`config.mk`:
```
export PLATFORM = sky130hd
export DESIGN_NAME = accel_stream_ctrl
export DESIGN_NICKNAME = d
export VERILOG_FILES = /design/src/rtl/accel_pkg.sv /design/src/rtl/byte_req_hs.sv /design/src/rtl/accel_stream_ctrl.sv
export SDC_FILE = /design/constraint.sdc
export NUM_CORES = 1
export LEC_CHECK = 0
export CORE_MARGIN = 2
export CORE_UTILIZATION = 40
export DETAILED_ROUTE_END_ITERATION = 8
export GPL_TIMING_DRIVEN = 0
export PLACE_DENSITY = 0.65
export SLEW_MARGIN = 25
export SYNTH_ARGS = -nofsm -noshare
export SYNTH_HDL_FRONTEND = slang
export SYNTH_SLANG_ARGS = --single-unit
```
`constraint.sdc`:
```
create_clock -name clk -period 7.75 [get_ports clk]
set_clock_uncertainty 0.1 [all_clocks]
set_input_delay 1.1625 -clock clk [delete_from_list [all_inputs] [get_ports clk]]
set_output_delay 1.1625 -clock clk [all_outputs]
set_load 0.005 [all_outputs]
```
`src/rtl/accel_pkg.sv`:
```
// Shared constants and state encodings for the accelerometer stream controller.
// The TX_CSUM state only exists when ACCEL_STREAM_CHECKSUM_EN is defined.
package accel_pkg;

  localparam logic [5:0] ADDR_DATA_FORMAT = 6'h31;
  localparam logic [5:0] ADDR_POWER_CTL   = 6'h2D;
  localparam logic [5:0] ADDR_DATAX0      = 6'h32;

  localparam logic [7:0] INIT_DATA_FORMAT = 8'h01;
  localparam logic [7:0] INIT_POWER_CTL   = 8'h08;

  typedef enum logic [2:0] {
    StInitFmt,
    StInitPwr,
    StIdle,
    StRead,
    StPublish,
    StTxSep,
    StTxData
`ifdef ACCEL_STREAM_CHECKSUM_EN
    , StTxCsum
`endif
  } state_e;

  typedef enum logic [1:0] {
    HsIdle,
    HsReq,
    HsWait
  } hs_state_e;

endpackage

```
`src/rtl/byte_req_hs.sv`:
```
// Generic req/busy handshake: req held until busy seen, completion on the first
// busy-low cycle afterwards, timeout if busy never rises within TIMEOUT cycles.
module byte_req_hs
  import accel_pkg::*;
#(
  parameter int unsigned TIMEOUT = 1024
) (
  input  logic clk,
  input  logic rst,
  input  logic i_start,
  input  logic i_busy,
  output logic o_req,
  output logic o_idle,
  output logic o_done,
  output logic o_timeout
);

  localparam int unsigned CW = $clog2(TIMEOUT + 1);

  hs_state_e       r_state, w_state_next;
  logic [CW-1:0]   r_cnt, w_cnt_next;

  always_comb begin
    w_state_next = r_state;
    w_cnt_next   = r_cnt;
    o_done       = 1'b0;
    o_timeout    = 1'b0;
    unique case (r_state)
      HsIdle: begin
        if (i_start) begin
          w_state_next = HsReq;
          w_cnt_next   = '0;
        end
      end
      HsReq: begin
        if (i_busy) begin
          w_state_next = HsWait;
        end else if (r_cnt == CW'(TIMEOUT - 1)) begin
          o_timeout    = 1'b1;
          w_state_next = HsIdle;
        end else begin
          w_cnt_next = r_cnt + 1'b1;
        end
      end
      HsWait: begin
        if (!i_busy) begin
          o_done       = 1'b1;
          w_state_next = HsIdle;
        end
      end
      default: w_state_next = HsIdle;
    endcase
  end

  always_ff @(posedge clk) begin
    if (rst) begin
      r_state <= HsIdle;
      r_cnt   <= '0;
    end else begin
      r_state <= w_state_next;
      r_cnt   <= w_cnt_next;
    end
  end

  // req is a pure state decode, so it drops the cycle after busy is sampled high
  assign o_req  = (r_state == HsReq);
  assign o_idle = (r_state == HsIdle);

endmodule

```
`src/rtl/accel_stream_ctrl.sv`:
```
// Accelerometer init/sample/stream controller over SPI and UART byte engines.
// Define ACCEL_STREAM_CHECKSUM_EN to append an XOR checksum byte to each frame.
module accel_stream_ctrl
  import accel_pkg::*;
#(
  parameter int unsigned NUM_AXES      = 3,
  parameter int unsigned SAMPLE_PERIOD = 262144,
  parameter logic [7:0]  UART_SEP      = 8'h0A,
  parameter int unsigned BUSY_TIMEOUT  = 1024
) (
  input  logic                    clk,
  input  logic                    rst,
  output logic                    spi_req,
  output logic                    spi_rw,
  output logic [5:0]              spi_addr,
  output logic [7:0]              spi_wdata,
  input  logic                    spi_busy,
  input  logic [7:0]              spi_rdata,
  output logic                    uart_req,
  output logic [7:0]              uart_data,
  input  logic                    uart_busy,
  output logic                    sample_valid,
  output logic [16*NUM_AXES-1:0]  sample_data,
  output logic                    init_done,
  output logic                    timeout_err
);

  localparam int unsigned NBYTES = 2 * NUM_AXES;
  localparam int unsigned SW     = 16 * NUM_AXES;

  state_e          r_state, w_state_next;
  logic [2:0]      r_idx, w_idx_next;
  logic [31:0]     r_cnt;
  logic [SW-1:0]   r_buf, w_buf_next;
  logic [SW-1:0]   r_sample;
  logic            r_init_done;
  logic            r_timeout_err;
  logic            r_spi_rw;
  logic [5:0]      r_spi_addr;
  logic [7:0]      r_spi_wdata;
  logic [7:0]      r_uart_data;
`ifdef ACCEL_STREAM_CHECKSUM_EN
  logic [7:0]      r_csum;
`endif

  logic w_spi_start, w_spi_idle, w_spi_done, w_spi_to;
  logic w_uart_start, w_uart_idle, w_uart_done, w_uart_to;
  logic [7:0] w_tx_byte;

  byte_req_hs #(
    .TIMEOUT (BUSY_TIMEOUT)
  ) u_spi_hs (
    .clk       (clk),
    .rst       (rst),
    .i_start   (w_spi_start),
    .i_busy    (spi_busy),
    .o_req     (spi_req),
    .o_idle    (w_spi_idle),
    .o_done    (w_spi_done),
    .o_timeout (w_spi_to)
  );

  byte_req_hs #(
    .TIMEOUT (BUSY_TIMEOUT)
  ) u_uart_hs (
    .clk       (clk),
    .rst       (rst),
    .i_start   (w_uart_start),
    .i_busy    (uart_busy),
    .o_req     (uart_req),
    .o_idle    (w_uart_idle),
    .o_done    (w_uart_done),
    .o_timeout (w_uart_to)
  );

  // Each axis goes out high byte first, so the byte index is swapped pairwise
  assign w_tx_byte = r_sample[8*(r_idx ^ 3'd1) +: 8];

  always_comb begin
    w_state_next = r_state;
    w_idx_next   = r_idx;
    w_spi_start  = 1'b0;
    w_uart_start = 1'b0;
    w_buf_next   = r_buf;
    unique case (r_state)
      StInitFmt: begin
        w_spi_start = w_spi_idle;
        if (w_spi_done) w_state_next = StInitPwr;
      end
      StInitPwr: begin
        w_spi_start = w_spi_idle;
        if (w_spi_done) w_state_next = StIdle;
      end
      StIdle: begin
        if (r_cnt == 32'(SAMPLE_PERIOD - 1)) w_state_next = StRead;
      end
      StRead: begin
        w_spi_start = w_spi_idle;
        if (w_spi_done) begin
          w_buf_next[8*r_idx +: 8] = spi_rdata;
          if (r_idx == 3'(NBYTES - 1)) begin
            w_idx_next   = '0;
            w_state_next = StPublish;
          end else begin
            w_idx_next = r_idx + 3'd1;
          end
        end
      end
      StPublish: w_state_next = StTxSep;
      StTxSep: begin
        w_uart_start = w_uart_idle;
        if (w_uart_done) w_state_next = StTxData;
      end
      StTxData: begin
        w_uart_start = w_uart_idle;
        if (w_uart_done) begin
          if (r_idx == 3'(NBYTES - 1)) begin
            w_idx_next = '0;
`ifdef ACCEL_STREAM_CHECKSUM_EN
            w_state_next = StTxCsum;
`else
            w_state_next = StIdle;
`endif
          end else begin
            w_idx_next = r_idx + 3'd1;
          end
        end
      end
`ifdef ACCEL_STREAM_CHECKSUM_EN
      StTxCsum: begin
        w_uart_start = w_uart_idle;
        if (w_uart_done) w_state_next = StIdle;
      end
`endif
      default: w_state_next = StInitFmt;
    endcase

    if (w_spi_to || w_uart_to) begin
      w_idx_next   = '0;
      w_state_next = (r_state == StInitFmt || r_state == StInitPwr) ? StInitFmt : StIdle;
    end
  end

  always_ff @(posedge clk) begin
    if (rst) begin
      r_state       <= StInitFmt;
      r_idx         <= '0;
      r_cnt         <= '0;
      r_buf         <= '0;
      r_sample      <= '0;
      r_init_done   <= 1'b0;
      r_timeout_err <= 1'b0;
      r_spi_rw      <= 1'b1;
      r_spi_addr    <= '0;
      r_spi_wdata   <= '0;
      r_uart_data   <= '0;
`ifdef ACCEL_STREAM_CHECKSUM_EN
      r_csum        <= '0;
`endif
    end else begin
      r_state <= w_state_next;
      r_idx   <= w_idx_next;
      r_buf   <= w_buf_next;
      r_cnt   <= (r_state == StIdle && w_state_next == StIdle) ? r_cnt + 32'd1 : 32'd0;

      // Only a fully read sample is ever copied to the output register
      if (r_state == StRead && w_state_next == StPublish) r_sample <= w_buf_next;
      if (r_state == StInitPwr && w_spi_done) r_init_done <= 1'b1;
      if (w_spi_to || w_uart_to) r_timeout_err <= 1'b1;

      if (w_spi_start) begin
        if (r_state == StInitFmt) begin
          r_spi_rw    <= 1'b0;
          r_spi_addr  <= ADDR_DATA_FORMAT;
          r_spi_wdata <= INIT_DATA_FORMAT;
        end else if (r_state == StInitPwr) begin
          r_spi_rw    <= 1'b0;
          r_spi_addr  <= ADDR_POWER_CTL;
          r_spi_wdata <= INIT_POWER_CTL;
        end else begin
          r_spi_rw    <= 1'b1;
          r_spi_addr  <= ADDR_DATAX0 + {3'b000, r_idx};
          r_spi_wdata <= 8'h00;
        end
      end

      if (w_uart_start) begin
        if (r_state == StTxSep) begin
          r_uart_data <= UART_SEP;
        end else if (r_state == StTxData) begin
          r_uart_data <= w_tx_byte;
        end else begin
`ifdef ACCEL_STREAM_CHECKSUM_EN
          r_uart_data <= r_csum;
`else
          r_uart_data <= w_tx_byte;
`endif
        end
      end

`ifdef ACCEL_STREAM_CHECKSUM_EN
      if (r_state == StPublish) begin
        r_csum <= 8'h00;
      end else if (r_state == StTxData && w_uart_done) begin
        r_csum <= r_csum ^ r_uart_data;
      end
`endif
    end
  end

  assign spi_rw       = r_spi_rw;
  assign spi_addr     = r_spi_addr;
  assign spi_wdata    = r_spi_wdata;
  assign uart_data    = r_uart_data;
  assign sample_valid = (r_state == StPublish);
  assign sample_data  = r_sample;
  assign init_done    = r_init_done;
  assign timeout_err  = r_timeout_err;

endmodule

```
==> run summary <==
Status - completed
Maximum vdd drop - 0.000151 V
Critical path class - reg2reg
Startpoint Class - register
First drt pass iteration count - 5
Critical path's most frequent cell - clkbuf_1
CP Data Arrival Time - 4190 ps
CP endpoint - sample_data[38]
Total GRT Usage - 20.4%
Clock Pin Slew Worst Setup and Hold Paths - 80 ps
Slew HR - 34.6%
Via-to-Cell Ratio - 5.26
Fin crit share - 51.4%
Fin worst setup slack - 3770 ps
R2r setup slk - 3770 ps
Area share of the largest cell type after synthesis - 45.6%
Clock buffer depth - 2
Largest net degree at the start of global routing - 20
Number of global-route vias before repair - 6,210
Yosys top cell by area - dfxtp_1
Max H-tree Level - 4
TritonCTS Buffers - 17
Worst-margin pin slew - 973 ps
Drt first-iter violations - 501
Row count - 51
Post-synthesis register bit count - 179
Register area share after synthesis - 45.6%
Die X - 144 um
Root Driver - clkbuf_16
Crit-path cells - clkbuf_1 > inv_1 > ha_1 > clkbuf_1 > or4b_1 > nor4_4 > buf_2 > nor2b_1 > a31oi_1 > a211oi_1
Vias - 6,575
First-pass GRT wire length - 32,700 um
CTS tree - built
Min Tclk post-route - 3980 ps
ANT cells - 0
Most frequently used flop master after synthesis - dfxtp_1
Initial Utilization - 40.6%
Final setup vio count - 0
Total gr overflow - 0
Die area - 20,800 um2
CTS Hold Bufs - 0
Cell depth of the worst min-delay path - 1
Hold Violations, Final - 0
Post-synth EDFFs - 0
Max Cap Viol - 0
Fmax - 251 MHz
Share of cells above drive strength 1 - 10.8%
CTS resizes - 0
Worst slack at placement - 3670 ps
Yosys warns - 0
Area grow syn2layout - 22.4%
Reg-to-reg critical path endpoint - sample_data[38]
Mean Syn Cell Area - 9.06 um2
WHS - 365 ps
R2r worst-path depth - 10
Most frequent cells after synthesis - nor2_1, dfxtp_1, a211oi_1
RSZ-0062 raised after global routing - no
Clock sink total - 179
DIE HEIGHT - 144 um
Slew Viols, Final - 0
Ports - 88
Register area - 3580 um2
HPWL Detailed - 14,800 um
Setup Fix Bufs, Post-CTS - 0
Antenna Violating Nets Remaining - 0
Drt wl/cell - 16.4 um
LEAKAGE - 0.00316 uW
CP endpoint kind - register
Footprint of the multi-input gates - 3960 um2
Critical Path Fanout Max - 10
Hold Path Class - reg2reg
Core Box Area - 19,300 um2
Drt total wl - 20,500 um
Worst path max stage delay - 630 ps
Nets - 994
Top-count cell post-synth - nor2_1
Initial antenna violation count - 0
Placed Cells incl. Taps - 1,217
Synth unique cells - 63
Setup tns final - 0 ps
Slowest cell on crit path - clkbuf_1
Port Buf Inserts - 81
# fillers - 1,829
Synth async-reset ratio - 0%
Non-filler cells, final - 1,249
CP Launch Point - r_idx[1]
PD cells - 191 nW/um2
FF-to-FF Start - r_idx[1]
Syn Inst Count - 866
Skew-Pair Late Insertion Delay - 440 ps
GPL Wtd Cong - 0.860
Synth top area cells - dfxtp_1, nor2_1, a211oi_1
Drc violations - 0
Critical path required time - 7960 ps
Synth Cell Area - 7850 um2
==> state kept, by name, summed over array words and instances, names as in the netlist <==
signal,flops
sample_data,48
timeout_err,1
r_idx,3
spi_addr,6
spi_wdata,2
r_buf,48
r_state,3
r_cnt,32
init_done,1
u_spi_hs.r_cnt,11
u_uart_hs.r_cnt,11
u_spi_hs.r_state,2
u_uart_hs.r_state,2
spi_rw,1
uart_data,8
==> how the worst min path moves through the flow <==
stage                                      to                 from  slack [ps]
final                                r_cnt[0]             r_cnt[0]         360
after global routing              spi_addr[5]          spi_addr[5]         400
after CTS                 u_uart_hs.r_cnt[10]  u_uart_hs.r_cnt[10]         360
after detailed placement  u_uart_hs.r_cnt[10]  u_uart_hs.r_cnt[10]         350
after global placement    u_uart_hs.r_cnt[10]  u_uart_hs.r_cnt[10]         340
after floorplan           u_uart_hs.r_cnt[10]  u_uart_hs.r_cnt[10]         320
==> through the flow <==
stage | total power (uW) | util (%) | area (um2)
floorplan | 978 | - | 7870
global placement | 1010 | 46.6 | 9010
detailed placement | 1010 | 46.6 | 9010
CTS | 1850 | 49.7 | 9600
global route | 1890 | 49.7 | 9610
finish | 1830 | 49.7 | 9610
==> worst max-delay path, delay by kind of cell, from the launching register on <==
kind | cells | cell delay, ps
and+or+nand+nor | 3 | 1130
buffers and inverters | 4 | 1480
DFF | 1 | 430
adders and majority gates | 1 | 340
AOI/OAI and AO/OA | 2 | 370
==> cells by family after synthesis <==
logic type	after synthesis	synth area share, %
compound gates	151	13.4
xor+xnor	41	4.57
fa+ha+maj	11	1.75
buf+inv	69	4.19
flops	179	45.6
mux	43	6.81
other cells	1	0.0478
simple gates	371	23.6
==> final cells by class <==
cell class                      instances  share of cell area (%)
Sequential cell                       179                    37.3
Clock buffer                           17                    4.43
Tap cell                              265                    3.45
Buffer                                 52                    2.76
Inverter                               17                   0.664
Timing Repair Buffer                   81                    8.44
Multi-Input combinational cell        623                    41.3
Clock inverter                         15                    1.71
==> cells in the final DEF, fill, tap and decap left out, types with 4 or more instances in the layout <==
cell and n:
a21oi_1 27, inv_8 6, nor3b_1 5, or2_2 4
conb_1 6, nor3_1 8, mux2i_1 32, and3_1 11
mux4_2 8, a31oi_1 12, buf_2 14, o21ai_0 31
ha_1 11, nand4_1 15, clkbuf_16 17, a211oi_2 7
nor4_1 10, a21oi_2 7, nand2_1 38, xor2_1 22
a211oi_1 44, inv_1 16, or3_1 7, and2_1 8
xnor2_1 19, buf_4 7, nor2_1 183, clkdlybuf4s50_1 81
nor2b_1 18, clkbuf_1 27, dfxtp_1 179, nand3_1 28
and4_1 4, nor3_2 5, nand2b_1 9, a22o_1 6
==> report_power, final <==
group / leakage [uW] / internal (uW) / switching (uW) / total, uW
clock network: 0.000287 / 433 / 415 / 848
registers: 0.00144 / 923 / 3.19 / 927
logic: 0.00143 / 22.7 / 36.8 / 59.4
total: 0.00316 / 1380 / 455 / 1830
==> routing by layer <==
metal	share of wire [%]	GRT usage, %	vias up	wire, um
met3	6.4	5.03	31	1310
met2	44	31.7	205	9070
met5	0	0	-	0
met4	1.9	6.35	0	382
met1	47	27.9	3088	9690
li1	-	-	3251	-
Note: power is estimated with default switching activity, not from simulation.
